**src/rtl/nav_pkg.sv**
```systemverilog
// nav_pkg: shared types and constants for the nav_ctrl motion stage.
// Build option: define NAV_FAST_SIM_EN to use a large speed increment, which
// shortens simulations. Leave it undefined for the silicon increment.
package nav_pkg;

   typedef enum logic [2:0] {
      IDLE,
      HEADING,
      RAMP,
      DEC_NRM,
      DEC_FST
   } nav_state_t;

   localparam logic [10:0] MAX_FRWRD = 11'h2A0;

`ifdef NAV_FAST_SIM_EN
   localparam logic [10:0] INC = 11'h018;
`else
   localparam logic [10:0] INC = 11'h002;
`endif

   // Braking steps track the ramp increment so decel profiles scale with it.
   localparam logic [10:0] DEC_NRM_STEP = INC << 1;
   localparam logic [10:0] DEC_FST_STEP = INC << 2;

endpackage

```
**src/rtl/nav_ctrl_if.sv**
```systemverilog
// nav_ctrl_if: solver commands, sensor levels and motion outputs of nav_ctrl.
// The master side is the solver/sensor environment; the slave is nav_ctrl.
interface nav_ctrl_if;

   logic        strt_hdng;
   logic        strt_mv;
   logic        stp_lft;
   logic        stp_rght;
   logic        hdng_rdy;
   logic        at_hdng;
   logic        lft_opn;
   logic        rght_opn;
   logic        frwrd_opn;
   logic        mv_cmplt;
   logic        moving;
   logic        en_fusion;
   logic [10:0] frwrd_spd;

   modport master (
      output strt_hdng, strt_mv, stp_lft, stp_rght, hdng_rdy,
             at_hdng, lft_opn, rght_opn, frwrd_opn,
      input  mv_cmplt, moving, en_fusion, frwrd_spd
   );

   modport slave (
      input  strt_hdng, strt_mv, stp_lft, stp_rght, hdng_rdy,
             at_hdng, lft_opn, rght_opn, frwrd_opn,
      output mv_cmplt, moving, en_fusion, frwrd_spd
   );

endinterface

```
**src/rtl/nav_spd_ramp.sv**
```systemverilog
// nav_spd_ramp: saturating 11-bit forward-speed register.
// Adds INC up to MAX_FRWRD, subtracts a braking step down to zero, and flags
// when the value seen after the next edge will be zero.
module nav_spd_ramp
   import nav_pkg::*;
(
   input  logic        clk,
   input  logic        rst_n,
   input  logic        inc,
   input  logic        dec_nrm,
   input  logic        dec_fst,
   input  logic        clr,
   output logic [10:0] spd,
   output logic        zero_nxt
);

   logic [10:0] step;

   // Select the active braking step and predict a zero result.
   always_comb begin
      step     = dec_fst ? DEC_FST_STEP : DEC_NRM_STEP;
      zero_nxt = (spd == '0) | ((dec_nrm | dec_fst) & (spd <= step));
   end

   // Speed register; clear wins, braking beats ramping, both saturate.
   always_ff @(posedge clk or negedge rst_n) begin
      // NOTE: sequential state uses non-blocking assignments so every flop
      // samples the pre-edge values regardless of block evaluation order.
      if (!rst_n) begin
         spd <= '0;
      end else if (clr) begin
         spd <= '0;
      end else if (dec_nrm | dec_fst) begin
         spd <= (spd <= step) ? 11'h000 : spd - step;
      end else if (inc) begin
         spd <= (spd >= MAX_FRWRD - INC) ? MAX_FRWRD : spd + INC;
      end
   end

endmodule

```
**src/rtl/nav_ctrl.sv**
```systemverilog
// nav_ctrl: executes heading changes and forward moves for the maze solver.
// A move ramps speed on each heading sample, then brakes gently at a new
// side opening or hard at an obstacle; mv_cmplt reports the end of each command.
// Increment size is set by the NAV_FAST_SIM_EN build option in nav_pkg.
module nav_ctrl
   import nav_pkg::*;
(
   input  logic      clk,
   input  logic      rst_n,
   nav_ctrl_if.slave bus
);

   nav_state_t  state;
   logic        lft_opn_ff;
   logic        rght_opn_ff;
   logic        lft_rise;
   logic        rght_rise;
   logic        stop_opening;
   logic        inc;
   logic        dec_nrm;
   logic        dec_fst;
   logic        clr;
   logic        zero_nxt;
   logic [10:0] spd;
   logic        moving_q;
   logic        mv_cmplt_q;

   assign lft_rise     = bus.lft_opn & ~lft_opn_ff;
   assign rght_rise    = bus.rght_opn & ~rght_opn_ff;
   assign stop_opening = (bus.stp_lft & lft_rise) | (bus.stp_rght & rght_rise);

   // Opening history; resets high so an already-open side is not a new edge.
   always_ff @(posedge clk or negedge rst_n) begin
      if (!rst_n) begin
         lft_opn_ff  <= 1'b1;
         rght_opn_ff <= 1'b1;
      end else begin
         lft_opn_ff  <= bus.lft_opn;
         rght_opn_ff <= bus.rght_opn;
      end
   end

   // Speed-register controls: state selects the action, hdng_rdy paces it.
   always_comb begin
      // NOTE: every output gets a default first so no path infers a latch.
      inc     = 1'b0;
      dec_nrm = 1'b0;
      dec_fst = 1'b0;
      clr     = 1'b0;
      case (state)
         IDLE:    clr     = bus.strt_hdng;
         HEADING: clr     = 1'b1;
         RAMP:    inc     = bus.hdng_rdy;
         DEC_NRM: dec_nrm = bus.hdng_rdy;
         DEC_FST: dec_fst = bus.hdng_rdy;
         default: clr     = 1'b1;
      endcase
   end

   nav_spd_ramp u_spd_ramp (
      .clk      (clk),
      .rst_n    (rst_n),
      .inc      (inc),
      .dec_nrm  (dec_nrm),
      .dec_fst  (dec_fst),
      .clr      (clr),
      .spd      (spd),
      .zero_nxt (zero_nxt)
   );

   // Command sequencer with registered moving and completion outputs.
   always_ff @(posedge clk or negedge rst_n) begin
      if (!rst_n) begin
         state      <= IDLE;
         moving_q   <= 1'b0;
         mv_cmplt_q <= 1'b0;
      end else begin
         mv_cmplt_q <= 1'b0;
         case (state)
            IDLE: begin
               if (bus.strt_hdng) begin
                  state    <= HEADING;
                  moving_q <= 1'b1;
               end else if (bus.strt_mv) begin
                  state    <= RAMP;
                  moving_q <= 1'b1;
               end
            end
            HEADING: begin
               if (bus.at_hdng) begin
                  state      <= IDLE;
                  moving_q   <= 1'b0;
                  mv_cmplt_q <= 1'b1;
               end
            end
            RAMP: begin
               if (!bus.frwrd_opn) begin
                  state <= DEC_FST;
               end else if (stop_opening) begin
                  state <= DEC_NRM;
               end
            end
            DEC_NRM: begin
               // Reaching zero ends the move even if an obstacle appears now.
               if (zero_nxt) begin
                  state      <= IDLE;
                  moving_q   <= 1'b0;
                  mv_cmplt_q <= 1'b1;
               end else if (!bus.frwrd_opn) begin
                  state <= DEC_FST;
               end
            end
            DEC_FST: begin
               if (zero_nxt) begin
                  state      <= IDLE;
                  moving_q   <= 1'b0;
                  mv_cmplt_q <= 1'b1;
               end
            end
            default: begin
               state    <= IDLE;
               moving_q <= 1'b0;
            end
         endcase
      end
   end

   assign bus.frwrd_spd = spd;
   assign bus.en_fusion = (spd > (MAX_FRWRD >> 1));
   assign bus.moving    = moving_q;
   assign bus.mv_cmplt  = mv_cmplt_q;

endmodule

```
**src/flat_wrapper.sv**
```systemverilog
// flat-port wrapper written by rule: the top's interface ports become plain ports
module nav_ctrl_flat import nav_pkg::*;
  (clk, rst_n, bus_strt_hdng, bus_strt_mv, bus_stp_lft, bus_stp_rght, bus_hdng_rdy, bus_at_hdng, bus_lft_opn, bus_rght_opn, bus_frwrd_opn, bus_mv_cmplt, bus_moving, bus_en_fusion, bus_frwrd_spd);
  nav_ctrl_if bus_i ();
  input  logic clk;
  input  logic rst_n;
  input wire logic [$bits(bus_i.strt_hdng)-1:0] bus_strt_hdng;
  input wire logic [$bits(bus_i.strt_mv)-1:0] bus_strt_mv;
  input wire logic [$bits(bus_i.stp_lft)-1:0] bus_stp_lft;
  input wire logic [$bits(bus_i.stp_rght)-1:0] bus_stp_rght;
  input wire logic [$bits(bus_i.hdng_rdy)-1:0] bus_hdng_rdy;
  input wire logic [$bits(bus_i.at_hdng)-1:0] bus_at_hdng;
  input wire logic [$bits(bus_i.lft_opn)-1:0] bus_lft_opn;
  input wire logic [$bits(bus_i.rght_opn)-1:0] bus_rght_opn;
  input wire logic [$bits(bus_i.frwrd_opn)-1:0] bus_frwrd_opn;
  output wire logic [$bits(bus_i.mv_cmplt)-1:0] bus_mv_cmplt;
  output wire logic [$bits(bus_i.moving)-1:0] bus_moving;
  output wire logic [$bits(bus_i.en_fusion)-1:0] bus_en_fusion;
  output wire logic [$bits(bus_i.frwrd_spd)-1:0] bus_frwrd_spd;
  assign bus_i.strt_hdng = bus_strt_hdng;
  assign bus_i.strt_mv = bus_strt_mv;
  assign bus_i.stp_lft = bus_stp_lft;
  assign bus_i.stp_rght = bus_stp_rght;
  assign bus_i.hdng_rdy = bus_hdng_rdy;
  assign bus_i.at_hdng = bus_at_hdng;
  assign bus_i.lft_opn = bus_lft_opn;
  assign bus_i.rght_opn = bus_rght_opn;
  assign bus_i.frwrd_opn = bus_frwrd_opn;
  assign bus_mv_cmplt = bus_i.mv_cmplt;
  assign bus_moving = bus_i.moving;
  assign bus_en_fusion = bus_i.en_fusion;
  assign bus_frwrd_spd = bus_i.frwrd_spd;
  nav_ctrl u_core (.clk(clk), .rst_n(rst_n), .bus(bus_i));
endmodule
```
**config.mk**
```make
export PLATFORM = sky130hd
export DESIGN_NAME = nav_ctrl_flat
export DESIGN_NICKNAME = d
export VERILOG_FILES = /design/src/rtl/nav_pkg.sv /design/src/rtl/nav_ctrl_if.sv /design/src/rtl/nav_spd_ramp.sv /design/src/rtl/nav_ctrl.sv /design/src/flat_wrapper.sv
export SDC_FILE = /design/constraint.sdc
export NUM_CORES = 1
export LEC_CHECK = 0
export BUFFER_PORTS_ARGS = -buffer_cell sky130_fd_sc_hd__buf_2
export CORE_MARGIN = 3
export CORE_UTILIZATION = 50
export DETAILED_ROUTE_END_ITERATION = 10
export GPL_TIMING_DRIVEN = 0
export PLACE_DENSITY_LB_ADDON = 0.08
export SETUP_SLACK_MARGIN = 0.4
export SLEW_MARGIN = 20
export SYNTH_ARGS = -nofsm -noshare
export SYNTH_HDL_FRONTEND = slang
export SYNTH_HIERARCHICAL = 1
export SYNTH_SLANG_ARGS = --single-unit
export TNS_END_PERCENT = 10
```
**constraint.sdc**
```tcl
create_clock -name clk -period 4.9 [get_ports clk]
set_input_delay 0.98 -clock clk [delete_from_list [all_inputs] [get_ports clk]]
set_output_delay 0.98 -clock clk [all_outputs]
set_load 0.03 [all_outputs]
```
# Word-level counts from Yosys, hierarchy flattened
# Index checks and enable logic that the tools add are counted.
totals:
  reg_bits: 18
  input_bits: 11
op_classes:
  add_sub_neg: 2
  magnitude_cmp: 3
  eq_ne: 10
  mux: 27
  bitwise_logic: 11
  reduce_logical: 7
op_table:
  columns: ["cell", "n"]
  rows:
  - ["$mux 11", 5]
  - ["$mux 3", 8]
  - ["$pmux 3 s5", 1]
  - ["$add 11x2->11 const B", 1]
  - ["$ge 11x10->1 const B", 1]
  - ["$gt 11x9->1 const B", 1]
  - ["$le 11x11->1", 1]
  - ["$logic_not 11->1", 1]
  - ["$sub 11x11->11", 1]
  - ["$mux 1", 9]
  - ["$eq 3x2->1 const B", 2]
  - ["$ne 3x3->1 const B", 2]
  - ["$and 1x1->1", 5]
  - ["$reduce_and 5->1", 1]
  - ["$mux 4", 1]
  - ["$ne 2x2->1 const B", 2]
  - ["$pmux 1 s2", 2]
  - ["$pmux 1 s4", 1]
  - ["$reduce_and 4->1", 1]
  - ["$eq 3x1->1 const B", 1]
  - ["$eq 3x3->1 const B", 1]
  - ["$logic_not 3->1", 1]
  - ["$ne 3x2->1 const B", 1]
  - ["$not 1->1", 3]
  - ["5 further kinds", 7]

# Logic depth before layout (Yosys ltp)
logic_depth:
  word_depth: 8
  depth_mapped: 11

# Cells and area by module
# Netlist, hierarchy kept.
by_module_without_submodules:
  columns: ["module", "n_inst", "cells_per_inst", "area_per_inst_um2", "seq_area_each_um2"]
  rows:
  - ["nav_spd_ramp", 1, 124, 1027.2, 250.2]
  - ["nav_ctrl", 1, 49, 455.4, 177.7]

# Least setup slack after synthesis
# Ideal clock, no wire load.
synth_path:
  path_kind: "input -> register"
  startpoint: "in bus_hdng_rdy"
  endpoint: "reg u_core.state[1]"
  setup_ps: 126
  arrival_ps: 2916
  required_time_ps: 4774
  slack_ps: 1858
  cell_stages: 10
  path_cell_list: "and3_2 inv_1 ha_1 nor2b_4 o22ai_1 a21oi_1 nor2b_1 nand2_2 and4bb_1 o32a_1"
synth_via:
  elab_chain_len: 7
  word_cells_on_any_way: 12
synth_rtl:
  columns: ["item", "line_no", "source"]
  rows:
  - ["from (decl)", "flat_wrapper.sv:11", "input wire logic [$bits(bus_i.hdng_rdy)-1:0] bus_hdng_rdy;"]
  - ["$mux 1", "nav_ctrl.sv:50", "case (state)"]
  - ["$mux 4", "nav_spd_ramp.sv:21", "step = dec_fst ? DEC_FST_STEP : DEC_NRM_STEP;"]
  - ["$le 11x11->1", "nav_spd_ramp.sv:22", "zero_nxt = (spd == '0) | ((dec_nrm | dec_fst) & (spd <= step));"]
  - ["$and 1x1->1 *", "nav_spd_ramp.sv:22", null]
  - ["$or 1x1->1 *", "nav_spd_ramp.sv:22", null]
  - ["named net u_core.zero_nxt", "nav_ctrl.sv:23", "logic zero_nxt;"]
  - ["$ne 3x3->1 (no line) (tied with other cells)", null, null]
  - ["$reduce_and 5->1 (no line) / $pmux 3 s5 (equally long branches)", null, null]
  - ["to (signal assigned)", "nav_ctrl.sv:74", "state <= IDLE;"]
  - ["to (signal assigned)", "nav_ctrl.sv:82", "state <= HEADING;"]
  - ["to (signal assigned)", "nav_ctrl.sv:85", "state <= RAMP;"]
  - ["to (decl)", "nav_ctrl.sv:13", "nav_state_t state;"]
# Mark *: on every way through the listed nets, which the timed path passes. The rest lies on a longest branch.
# A chain may end at the register's enable or synchronous reset.

# Final worst setup path
layout_path:
  startpoint: "in bus_hdng_rdy"
  endpoint: "reg u_core.state[1]"
layout_via:
  elab_chain_len: 7
  word_cells_on_any_way: 12
layout_rtl:
  columns: ["item", "line_no", "source"]
  rows:
  - ["$mux 1 *", "nav_ctrl.sv:50", null]
  - ["named net u_core.dec_fst", "nav_ctrl.sv:21", "logic dec_fst;"]
  - ["$mux 4", "nav_spd_ramp.sv:21", null]
  - ["$le 11x11->1", "nav_spd_ramp.sv:22", null]
  - ["$and 1x1->1 *", "nav_spd_ramp.sv:22", null]
  - ["$or 1x1->1 *", "nav_spd_ramp.sv:22", null]
  - ["named net u_core.zero_nxt", "nav_ctrl.sv:23", null]
  - ["$ne 3x3->1 (no line) (tied with other cells)", null, null]
  - ["$reduce_and 5->1 (no line) / $pmux 3 s5 (equally long branches)", null, null]
# Marks and branches as above.

==> results.txt <==
port buffer count - 23
Max VDD drop - 0.000295 V
Avg WL per Cell - 17.1 um
dpl hpwl - 2.86 mm
register area share after synthesis - 28.9%
die area - 3650 sq um
Net Count, Synth - 188
CP bufs+invs - 2
Filler cells - 273
PwrDens - 406 nW/um^2
Post-Syn Area - 1480 sq um
Critical Path AT - 3.43 ns
number of CTS-inserted buffers - 3
number of global-route vias before repair - 1424
router iterations before antenna repair - 5
number of max-cap violations - 0
max frequency - 0.308 GHz
Core Rows - 19
most frequent cells in the layout - buf_2 (27), nor2_1 (16), nand2_1 (16), dfrtp_1 (15), o21ai_0 (9)
Setup violations, final - 0
DR iter-0 viols - 174
die width - 60.5 um
Avg Vias per Cell - 6.61
fin nets - 216
RSZ-0062 raised after global routing - no
Via Count - 1527
most common cell after layout, fill and taps aside - buf_2
CTS Buffer Depth - 2
Seq cells post-synth - 17
clk slew on worst S/H paths - 0.11 ns
routability cong. - 0.885
CTS tree - yes
post-CTS sizing - 0
setup repair bufs after CTS - 0
global-route usage over all layers - 23.8%
I/O pin cnt - 25
Post-synth EDFFs - 0
worst min-delay path category - flop to flop
Root Driver - clkbuf_4
async set or reset register ratio after synthesis - 100%
Pins Over Slew Limit - 0
Mean Syn Cell Area - 8.57 sq um
remaining global-route overflow - 0
die height - 60.5 um
initial antenna violation count - 0
CTS Hold Buffers Added - 0
Clk Latency, worst-skew pair - 0.30 ns
final wirelength - 3.95 mm
H-tree depth - 1
normalized max-slew margin - 57.1%
crit path max fanout - 5
Yosys cell types - 71
Worst path slowest cell - o22ai_1
first-pass GRT wire length - 6.58 mm
Req. time, crit path - 5.09 ns
Final Core Density - 59.8%
clock sink count - 17
largest stage delay on the critical path - 0.37 ns
crit share post-route - 66.2%
CP Cell Sequence - buf_2 > and3_2 > inv_1 > ha_1 > nor2b_4 > o22ai_1 > a21oi_1 > nor2b_1 > nand2_2 > and4bb_1 > o32a_1
total negative slack - 0 ns
Post-Syn Instances - 173
Worst setup SP type - primary input
Area Overhead vs Synth - 12.2%
WS Path Type - primary input to flop
post-layout instance area - 1660 sq um
core area - 2780 sq um
Leakage - 0.000743 uW
CP delay by family, top - simple AND/OR/NAND/NOR gates
Placed Area - 1640 sq um
crit path capture type - flop
ratio of cells with drive above 1 in the final layout - 25.5%
starting density of the core - 53.3%
worst-margin pin slew - 0.641 ns
Hold Vio Cnt, Final - 0
DRC viols - 0
status - completed
top_reg_cell synth - dfrtp_1
Max Clock Skew - 0.00647 ns
pin count of the biggest net entering global routing - 18
fin crit period - 3.24 ns
Syn. warnings - 6
Inserted Diodes - 0
number of routed nets with antenna violations - 0
[where the power goes]
| part | switching (uW) | total (uW) | internal [uW] |
|---|---|---|---|
| Clock | 47.9 | 78.4 | 30.5 |
| Combinational | 252 | 409 | 157 |
| Sequential | 23.6 | 188 | 164 |
| Total | 324 | 675 | 351 |
[layer usage]
metal  part of all wire (%)  GRT usage [%]
met5                      0              0
met4                    2.0           9.60
met3                    8.4           3.83
met2                     50           40.9
met1                     39           29.8
[layout make-up]
cell class | count | area, sq um | area share (%)
Clock buffer | 3 | 22.5 | 1.35
Tap cell | 31 | 38.8 | 2.33
Sequential cell | 17 | 428 | 25.7
Inverter | 7 | 26.3 | 1.58
Clock inverter | 1 | 5.00 | 0.301
Timing Repair Buffer | 23 | 115 | 6.92
Buffer | 12 | 91.3 | 5.49
Multi-Input combinational cell | 137 | 937 | 56.3
[final timing paths]
kind / start / to / slack (ns) / depth (start not counted)
max: bus_hdng_rdy / u_core/state[1] / 1.66 / 11
min: u_core/bus.moving / u_core/bus.moving / 0.51 / 1
max reg2reg: u_core/state[1] / u_core/state[1] / 1.69 / 11
min reg2reg: u_core/bus.moving / u_core/bus.moving / 0.51 / 1
max in group asynchronous: rst_n / u_core/lft_opn_ff / 3.98 / 1
min in group asynchronous: rst_n / u_core/state[1] / 0.59 / 1
[logic make-up (layout without fill, tap and decap cells)]
kind of cell / after synthesis / after routing / synth area share, %
buffers and inverters: 19 / 46 / 7.93
other: 1 / 1 / 0.253
adders and majority gates: 4 / 4 / 3.88
DFF: 17 / 17 / 28.9
xor gates and xnor gates: 2 / 2 / 1.18
and+or+nand+nor: 78 / 78 / 31.7
muxes: 2 / 2 / 1.43
AOI/OAI and AO/OA: 50 / 50 / 24.7
[per-stage QoR]
| step | cells | setup WS, ns | power (uW) | hold WS [ns] |
|---|---|---|---|---|
| finish | 231 | 1.66 | 675 | 0.510 |
| detailed placement | 227 | 1.43 | 591 | 0.491 |
| CTS | 231 | 1.72 | 673 | 0.518 |
| global placement | 227 | 1.46 | 579 | 0.479 |
| floorplan | 173 | 1.86 | 495 | 0.538 |
| global route | 231 | 1.54 | 729 | 0.558 |
[synthesized netlist by cell type, types with 2 or more instances]
| cell type | n | area (sq um) |
|---|---|---|
| buf_4 | 3 | 22.5 |
| o211ai_1 | 2 | 15.0 |
| o21ai_0 | 9 | 45.0 |
| buf_6 | 4 | 45.0 |
| a31oi_1 | 4 | 25.0 |
| nor3_1 | 6 | 30.0 |
| o22ai_1 | 2 | 12.5 |
| nor2b_1 | 4 | 25.0 |
| a21oi_1 | 4 | 20.0 |
| nor2_1 | 16 | 60.1 |
| a311oi_1 | 2 | 17.5 |
| nand3_1 | 8 | 40.0 |
| or3_1 | 2 | 12.5 |
| a21o_1 | 2 | 15.0 |
| nand3b_1 | 2 | 15.0 |
| o21ai_1 | 4 | 20.0 |
| nand4b_1 | 2 | 17.5 |
| dfstp_2 | 2 | 52.6 |
| dfrtp_1 | 15 | 375 |
| nand2_1 | 16 | 60.1 |
| a211oi_1 | 2 | 15.0 |
| buf_2 | 4 | 20.0 |
| a32o_1 | 3 | 30.0 |
| ha_1 | 3 | 37.5 |
| inv_1 | 6 | 22.5 |
[sequential cells by signal (all words and copies together) (netlist names)]
signal / count
u_core/u_spd_ramp/spd: 10
u_core/state: 3
u_core/bus.moving: 1
u_core/bus.mv_cmplt: 1
u_core/lft_opn_ff: 1
u_core/rght_opn_ff: 1
No activity file was read; power rests on OpenSTA's default activity.
